`src/rtl/sonar_dsp_pkg.sv`:
```
`default_nettype none
// +--------------------------------------------------------------------------+
// | sonar_dsp_pkg : default DSP widths and saturation limits for the sonar   |
// | receive path.                                      Revision: 1.0         |
// +--------------------------------------------------------------------------+
package sonar_dsp_pkg;

  localparam int c_dw         = 16;
  localparam int c_gw         = 16;
  localparam int c_frac       = 12;
  localparam int c_ow         = 16;
  localparam int c_gain_unity = 1 << c_frac;

  // Largest / smallest value representable in an ow-bit two's complement word.
  function automatic longint sat_limit(input int ow, input bit want_max);
    longint w_one;
    w_one = longint'(1) << (ow - 1);
    return want_max ? (w_one - longint'(1)) : -w_one;
  endfunction

endpackage
`default_nettype wire

```
`src/rtl/sat_round.sv`:
```
`default_nettype none
// +--------------------------------------------------------------------------+
// | sat_round : round-half-up, arithmetic right shift by FRAC, then clip to  |
// | OW bits with a clip flag. Purely combinational.    Revision: 1.0         |
// +--------------------------------------------------------------------------+
module sat_round
  import sonar_dsp_pkg::*;
#(
  parameter int IW   = 32,
  parameter int FRAC = 12,
  parameter int OW   = 16
) (
  input  logic signed [IW-1:0] i_prod,
  output logic signed [OW-1:0] o_data,
  output logic                 o_sat
);

  // One guard bit above the product so adding the half-LSB can never wrap.
  localparam int c_rw = IW + 1;
  localparam logic signed [c_rw-1:0] c_max = c_rw'(sat_limit(OW, 1'b1));
  localparam logic signed [c_rw-1:0] c_min = c_rw'(sat_limit(OW, 1'b0));

  logic signed [c_rw-1:0] w_ext;
  logic signed [c_rw-1:0] w_half;
  logic signed [c_rw-1:0] w_sum;
  logic signed [c_rw-1:0] w_shift;

  assign w_ext = c_rw'(i_prod);

  if (FRAC > 0) begin : g_round
    assign w_half = c_rw'(1) <<< (FRAC - 1);
  end else begin : g_no_round
    assign w_half = '0;
  end

  assign w_sum   = w_ext + w_half;
  assign w_shift = w_sum >>> FRAC;

  always_comb begin
    o_sat  = 1'b0;
    o_data = w_shift[OW-1:0];
    if (w_shift > c_max) begin
      o_sat  = 1'b1;
      o_data = c_max[OW-1:0];
    end else if (w_shift < c_min) begin
      o_sat  = 1'b1;
      o_data = c_min[OW-1:0];
    end
  end

endmodule
`default_nettype wire

```
`src/rtl/gain_stage_pipe.sv`:
```
`default_nettype none
// +--------------------------------------------------------------------------+
// | gain_stage_pipe : 3-stage signed Q-format gain with rounding, saturation |
// | and valid/ready backpressure.                      Revision: 1.0         |
// +--------------------------------------------------------------------------+
module gain_stage_pipe
  import sonar_dsp_pkg::*;
#(
  parameter int DW   = c_dw,
  parameter int GW   = c_gw,
  parameter int FRAC = c_frac,
  parameter int OW   = c_ow
) (
  input  logic                 clk_i,
  input  logic                 rst_ni,
  input  logic signed [DW-1:0] data_i,
  input  logic                 valid_i,
  output logic                 ready_o,
  input  logic signed [GW-1:0] gain_i,
  input  logic                 gain_load_i,
  input  logic                 bypass_i,
  output logic signed [OW-1:0] data_o,
  output logic                 valid_o,
  input  logic                 ready_i,
  output logic                 sat_o,
  output logic                 sat_sticky_o,
  input  logic                 clr_sat_i
);

  localparam int c_pw = DW + GW;
  localparam logic signed [GW-1:0] c_unity = GW'(1 << FRAC);

  logic signed [GW-1:0]   r_gain;
  logic                   r_s0_valid;
  logic signed [DW-1:0]   r_s0_data;
  logic signed [GW-1:0]   r_s0_gain;
  logic                   r_s1_valid;
  logic signed [c_pw-1:0] r_s1_prod;

  logic                   w_adv;
  logic                   w_out_xfer;
  logic signed [c_pw-1:0] w_prod;
  logic signed [OW-1:0]   w_rnd_data;
  logic                   w_rnd_sat;

  // The whole pipe moves as one unit; only a held output word can stall it.
  assign w_adv      = !(valid_o && !ready_i);
  assign ready_o    = w_adv;
  assign w_out_xfer = valid_o && ready_i;
  assign w_prod     = c_pw'(r_s0_data) * c_pw'(r_s0_gain);

  always_ff @(posedge clk_i or negedge rst_ni) begin
    if (!rst_ni) begin
      r_gain <= c_unity;
    end else if (gain_load_i) begin
      r_gain <= gain_i;
    end
  end

  always_ff @(posedge clk_i or negedge rst_ni) begin
    if (!rst_ni) begin
      r_s0_valid <= 1'b0;
      r_s0_data  <= '0;
      r_s0_gain  <= '0;
      r_s1_valid <= 1'b0;
      r_s1_prod  <= '0;
      valid_o    <= 1'b0;
      data_o     <= '0;
      sat_o      <= 1'b0;
    end else if (w_adv) begin
      r_s0_valid <= valid_i;
      if (valid_i) begin
        r_s0_data <= data_i;
        // Gain is captured with the sample so later loads never touch it.
        r_s0_gain <= bypass_i ? c_unity : r_gain;
      end
      r_s1_valid <= r_s0_valid;
      if (r_s0_valid) begin
        r_s1_prod <= w_prod;
      end
      valid_o <= r_s1_valid;
      if (r_s1_valid) begin
        data_o <= w_rnd_data;
      end
      sat_o <= r_s1_valid && w_rnd_sat;
    end
  end

  always_ff @(posedge clk_i or negedge rst_ni) begin
    if (!rst_ni) begin
      sat_sticky_o <= 1'b0;
    end else if (w_out_xfer && sat_o) begin
      sat_sticky_o <= 1'b1;
    end else if (clr_sat_i) begin
      sat_sticky_o <= 1'b0;
    end
  end

  sat_round #(
    .IW   (c_pw),
    .FRAC (FRAC),
    .OW   (OW)
  ) u_sat_round (
    .i_prod (r_s1_prod),
    .o_data (w_rnd_data),
    .o_sat  (w_rnd_sat)
  );

endmodule
`default_nettype wire
```
`config.mk`:
```
export PLATFORM = sky130hd
export DESIGN_NAME = gain_stage_pipe
export DESIGN_NICKNAME = d
export VERILOG_FILES = /design/src/rtl/sonar_dsp_pkg.sv /design/src/rtl/sat_round.sv /design/src/rtl/gain_stage_pipe.sv
export SDC_FILE = /design/constraint.sdc
export NUM_CORES = 1
export LEC_CHECK = 0
export CAP_MARGIN = 20
export CORE_MARGIN = 2
export CORE_UTILIZATION = 40
export DETAILED_ROUTE_END_ITERATION = 16
export PLACE_DENSITY = 0.69
export SYNTH_ARGS = -nofsm -noshare
export SYNTH_HDL_FRONTEND = slang
export SYNTH_SLANG_ARGS = --single-unit
```
`constraint.sdc`:
```
create_clock -name clk_i -period 8.41 [get_ports clk_i]
set_input_delay 1.682 -clock clk_i [delete_from_list [all_inputs] [get_ports clk_i]]
set_output_delay 1.682 -clock clk_i [all_outputs]
set_load 0.005 [all_outputs]
```
# Word level (Yosys, flattened, before mapping)

Cells that the tools add are included.

Output and inout port bits: 20
Register bits after elaboration: 101
Word-level logic and storage cells: 32
Input bits: 39

Reductions and logical operators: 10
Mux-type cells: 7
Multipliers: 1
Bitwise gates (word level): 1
Add/subtract/negate cells: 1
$lt $le $gt $ge: 2

Operator list:

| cell                     | number |
|---|---|
| $mux W16                 | 3 |
| $add A32 B13 Y33 const B | 1 |
| $mul A16 B16 Y32         | 1 |
| $gt A21 B16 Y1 const B   | 1 |
| $lt A21 B16 Y1 const B   | 1 |
| $reduce_and A2 Y1        | 3 |
| $logic_and A1 B1 Y1      | 4 |
| $mux W1                  | 4 |
| $logic_not A1 Y1         | 2 |
| $reduce_bool A2 Y1       | 1 |
| $not A1 Y1               | 1 |

# Longest topological paths before layout

Word-level depth: 5
Mapped depth: 23
Depth with buffers taken out: 22

# Modules after synthesis

A second synthesis with hierarchy kept.

Cell total of the unflattened synthesis: 1500
Area, all modules: 14310.0 µm²

By module, submodules not included:

| module          | cells each | area an instance (µm²) | times used | seq. area each (µm²) |
|---|---|---|---|---|
| gain_stage_pipe | 1403       | 13699.4                | 1          | 2528.7 |
| sat_round       | 97         | 610.6                  | 1          | 0.0 |

# Worst setup path after synthesis

OpenSTA, ideal clock, no wires.

Path type: register -> register
Start point: reg r_s0_gain[1]
End point: reg r_s1_prod[29]
Library setup time: 0.095 ns
Data required time: 8.315 ns
Clock period less this slack: 6.042 ns
Path buffers: 1
Cell stages (with the launch flop): 19
Slack: 2.368 ns
Arrival time: 5.947 ns
Path through: dfrtp_1 > clkbuf_1 > nand2_1 > inv_1 > fa_1 > fa_1 > inv_1 > fa_1 > fa_1 > fa_1 > fa_1 > inv_1 > ha_1 > and4_1 > a221oi_1 > o21ai_1 > o31a_1 > o21a_1 > o31ai_1

Cells in the longest elaborated chain, start to end: 1

RTL lines:

| what                   | RTL line              | text |
|---|---|---|
| start, declared        | gain_stage_pipe.sv:36 | `logic signed [GW-1:0] r_s0_gain;` |
| start signal, assigned | gain_stage_pipe.sv:75 | `r_s0_gain <= bypass_i ? c_unity : r_gain;` |
| $mul A16 B16 Y32       | gain_stage_pipe.sv:50 | `assign w_prod = c_pw'(r_s0_data) * c_pw'(r_s0_gain);` |
| end signal, assigned   | gain_stage_pipe.sv:79 | `r_s1_prod <= w_prod;` |
| end, declared          | gain_stage_pipe.sv:38 | `logic signed [c_pw-1:0] r_s1_prod;` |

Every way passes these cells.
A chain may end at the register's enable or synchronous reset.

# Final worst setup path

Ends and elaborated chain as after synthesis.

==> impl_metrics.py <==
metrics = {
    "status": {
        "status": "finished clean",
    },
    "drt": {
        "drt-initial-drc-count": 537,
        "wirelength_um": 28800,
        "firstDrtPassIters": 6,
        "vias_per_cell": 4.99,
        "routedWlPerCell_um": 15.1,
        "drc_errors": 0,
        "final_antenna_net_count": 0,
        "vias": 9482,
    },
    "clocking": {
        "cts_resized": 0,
        "cts_root_buffer": "clkbuf_16",
        "clkTransAtPathRegs_ps": 70,
        "cts_tree": "done",
        "htreeDepth": 3,
        "clkLatencyLatePin_ps": 360,
        "cts_hold_buf": 0,
        "post_cts_buffers": 0,
        "cts_sinks": 90,
        "numCtsBuffers": 9,
        "clockBufferDepth": 2,
    },
    "timing": {
        "hold_violations": 0,
        "setup_viol": 0,
        "slew_headroom": 0.362,
        "fmax_mhz": 153,
        "fin_crit_ps": 6550,
        "rsz0062_at_grt": "false",
        "period_share": 0.779,
        "skew_ps": 8.44,
        "slew_viol_final": 0,
        "hold_slack_ps": 489,
        "worstMarginPinSlew_ps": 957,
        "setup_tns_ps": 0,
    },
    "synth": {
        "synthTopCellsByCount": "331 x inv_1, 261 x fa_1, 177 x nand2_1",
        "synth_top_area_frac": 0.386,
        "syn_inst": 1428,
        "synth_edf_count": 0,
        "synth_most_common_cell": "inv_1",
        "ys_warn_count": 0,
        "yosysUniqueCellTypes": 59,
        "avgSynthCellArea_sq_um": 9.48,
        "synthFlopType": "dfrtp_1",
        "synth_area_leaders": "fa_1 39%, dfrtp_1 16%, inv_1 9.2%",
        "async_flop_share": 1.00,
        "ys_seq_area_frac": 0.166,
        "yosysTopAreaCell": "fa_1",
        "synth_seq_cells": 90,
        "syn_nets": 1808,
        "netlist_area_sq_mm": 0.0135,
    },
    "worst_setup_path": {
        "crit_required_ps": 8680,
        "end_kind": "register",
        "worstSetupStartpointType": "register",
        "critPathMaxFanout": 17,
        "crit_arrival_ps": 6820,
        "path_class": "reg -> reg",
    },
    "floorplanning": {
        "core_sq_mm": 0.0334,
        "start_util": 0.405,
        "fp.dieW_um": 188,
        "pin_count": 59,
        "rows": 67,
        "dieArea_sq_mm": 0.0353,
        "fp.dieH_um": 188,
    },
    "finish": {
        "area_delta_synth_final_pct": 9.43,
        "num-fill-cells": 3176,
        "finish.utilization": 0.443,
        "fin_cells": 1901,
        "nNetsFinal": 1828,
        "insertedDiodeCount": 0,
        "drive_above_1_share": 0.0434,
    },
    "grt": {
        "antenna_found_initial": 0,
        "grt.total_usage": 0.179,
        "grt_pass1_vias": 10600,
        "grt_pass1_wl_um": 50800,
        "gr-total-overflow": 0,
        "grt_start_max_net_pins": 66,
    },
    "min_path": {
        "hold_path_class": "reg -> reg",
    },
    "placed_design": {
        "place_hpwl_um": 22900,
        "finalWeightedCongestion": 0.892,
        "place_inst": 1885,
        "portBuffers": 58,
    },
    "run": {
        "cap_violations": 0,
    },
}
==> state kept, by name, summed over array words and instances (netlist names) <==
name          cells
data_o           16
r_gain           16
r_s0_data        16
r_s0_gain        16
r_s0_valid        1
r_s1_prod        21
r_s1_valid        1
sat_o             1
sat_sticky_o      1
valid_o           1
==> cells in the final DEF, fill, tap and decap left out, types with 21 or more instances in the layout <==
cell type | Yosys | layout
nor2_1 | 38 | 38
inv_1 | 331 | 331
nand2b_1 | 21 | 21
fa_1 | 261 | 261
nand2_1 | 177 | 176
mux2_2 | 33 | 33
and2_1 | 125 | 125
clkdlybuf4s50_1 | 0 | 57
dfrtp_1 | 89 | 89
xnor2_1 | 25 | 25
o21ai_0 | 42 | 42
ha_1 | 80 | 80
==> path summary, 6_finish.rpt <==
kind	slack, ps	startpoint	end	cells after the start
max	1860	r_s0_gain[1]	r_s1_prod[29]	17
min	490	data_o[15]	data_o[15]	2
max reg2reg	1860	r_s0_gain[1]	r_s1_prod[29]	17
min reg2reg	490	data_o[15]	data_o[15]	2
max in group asynchronous	6000	rst_ni	r_s1_prod[25]	2
min in group asynchronous	1220	rst_ni	r_gain[13]	1
==> cells by family after synthesis <==
family,share of synthesized area
adder cells (fa/ha/maj),0.460
XOR/XNOR,0.0233
buffers and inverters,0.107
AND/OR/NAND/NOR,0.160
flip-flops,0.166
multiplexers,0.0275
AO/OA/AOI/OAI,0.0556
==> per-layer routing <==
layer | wire length (um) | GRT usage
met2 | 15800 | 0.334
met3 | 940 | 0.0193
met1 | 11200 | 0.211
met4 | 859 | 0.0718
met5 | 0 | 0
==> area by class of cell <==
type	instances	area [sq um]	area share
clock buffers	9	225	0.0152
clock inverters	7	98.8	0.00667
inverters	332	1250	0.0841
multi-input cells	955	9830	0.664
flip-flops and latches	90	2250	0.152
well taps	448	561	0.0378
repair buffers	60	593	0.0400
==> per-stage QoR <==
step / setup WS [ps] / cell area, sq um
after floorplan: 2370 / 13500
after global placement: 2010 / 14500
after detailed placement: 1920 / 14500
after CTS: 1880 / 14800
after global routing: 1480 / 14800
final: 1860 / 14800
==> critical path: stages, from the launching register on <==
cell	delay [ps]
dfrtp_1	730
nand2_1	200
inv_1	170
fa_1	540
fa_1	820
inv_1	150
fa_1	510
fa_1	580
fa_1	430
fa_1	490
inv_1	40
ha_1	340
and4_1	230
a221oi_1	330
o21ai_1	210
o31a_1	290
o21a_1	170
o31ai_1	200
Power is not shown: default switching activity piles up to over one toggle a cycle in this logic, so the estimate is an artifact.
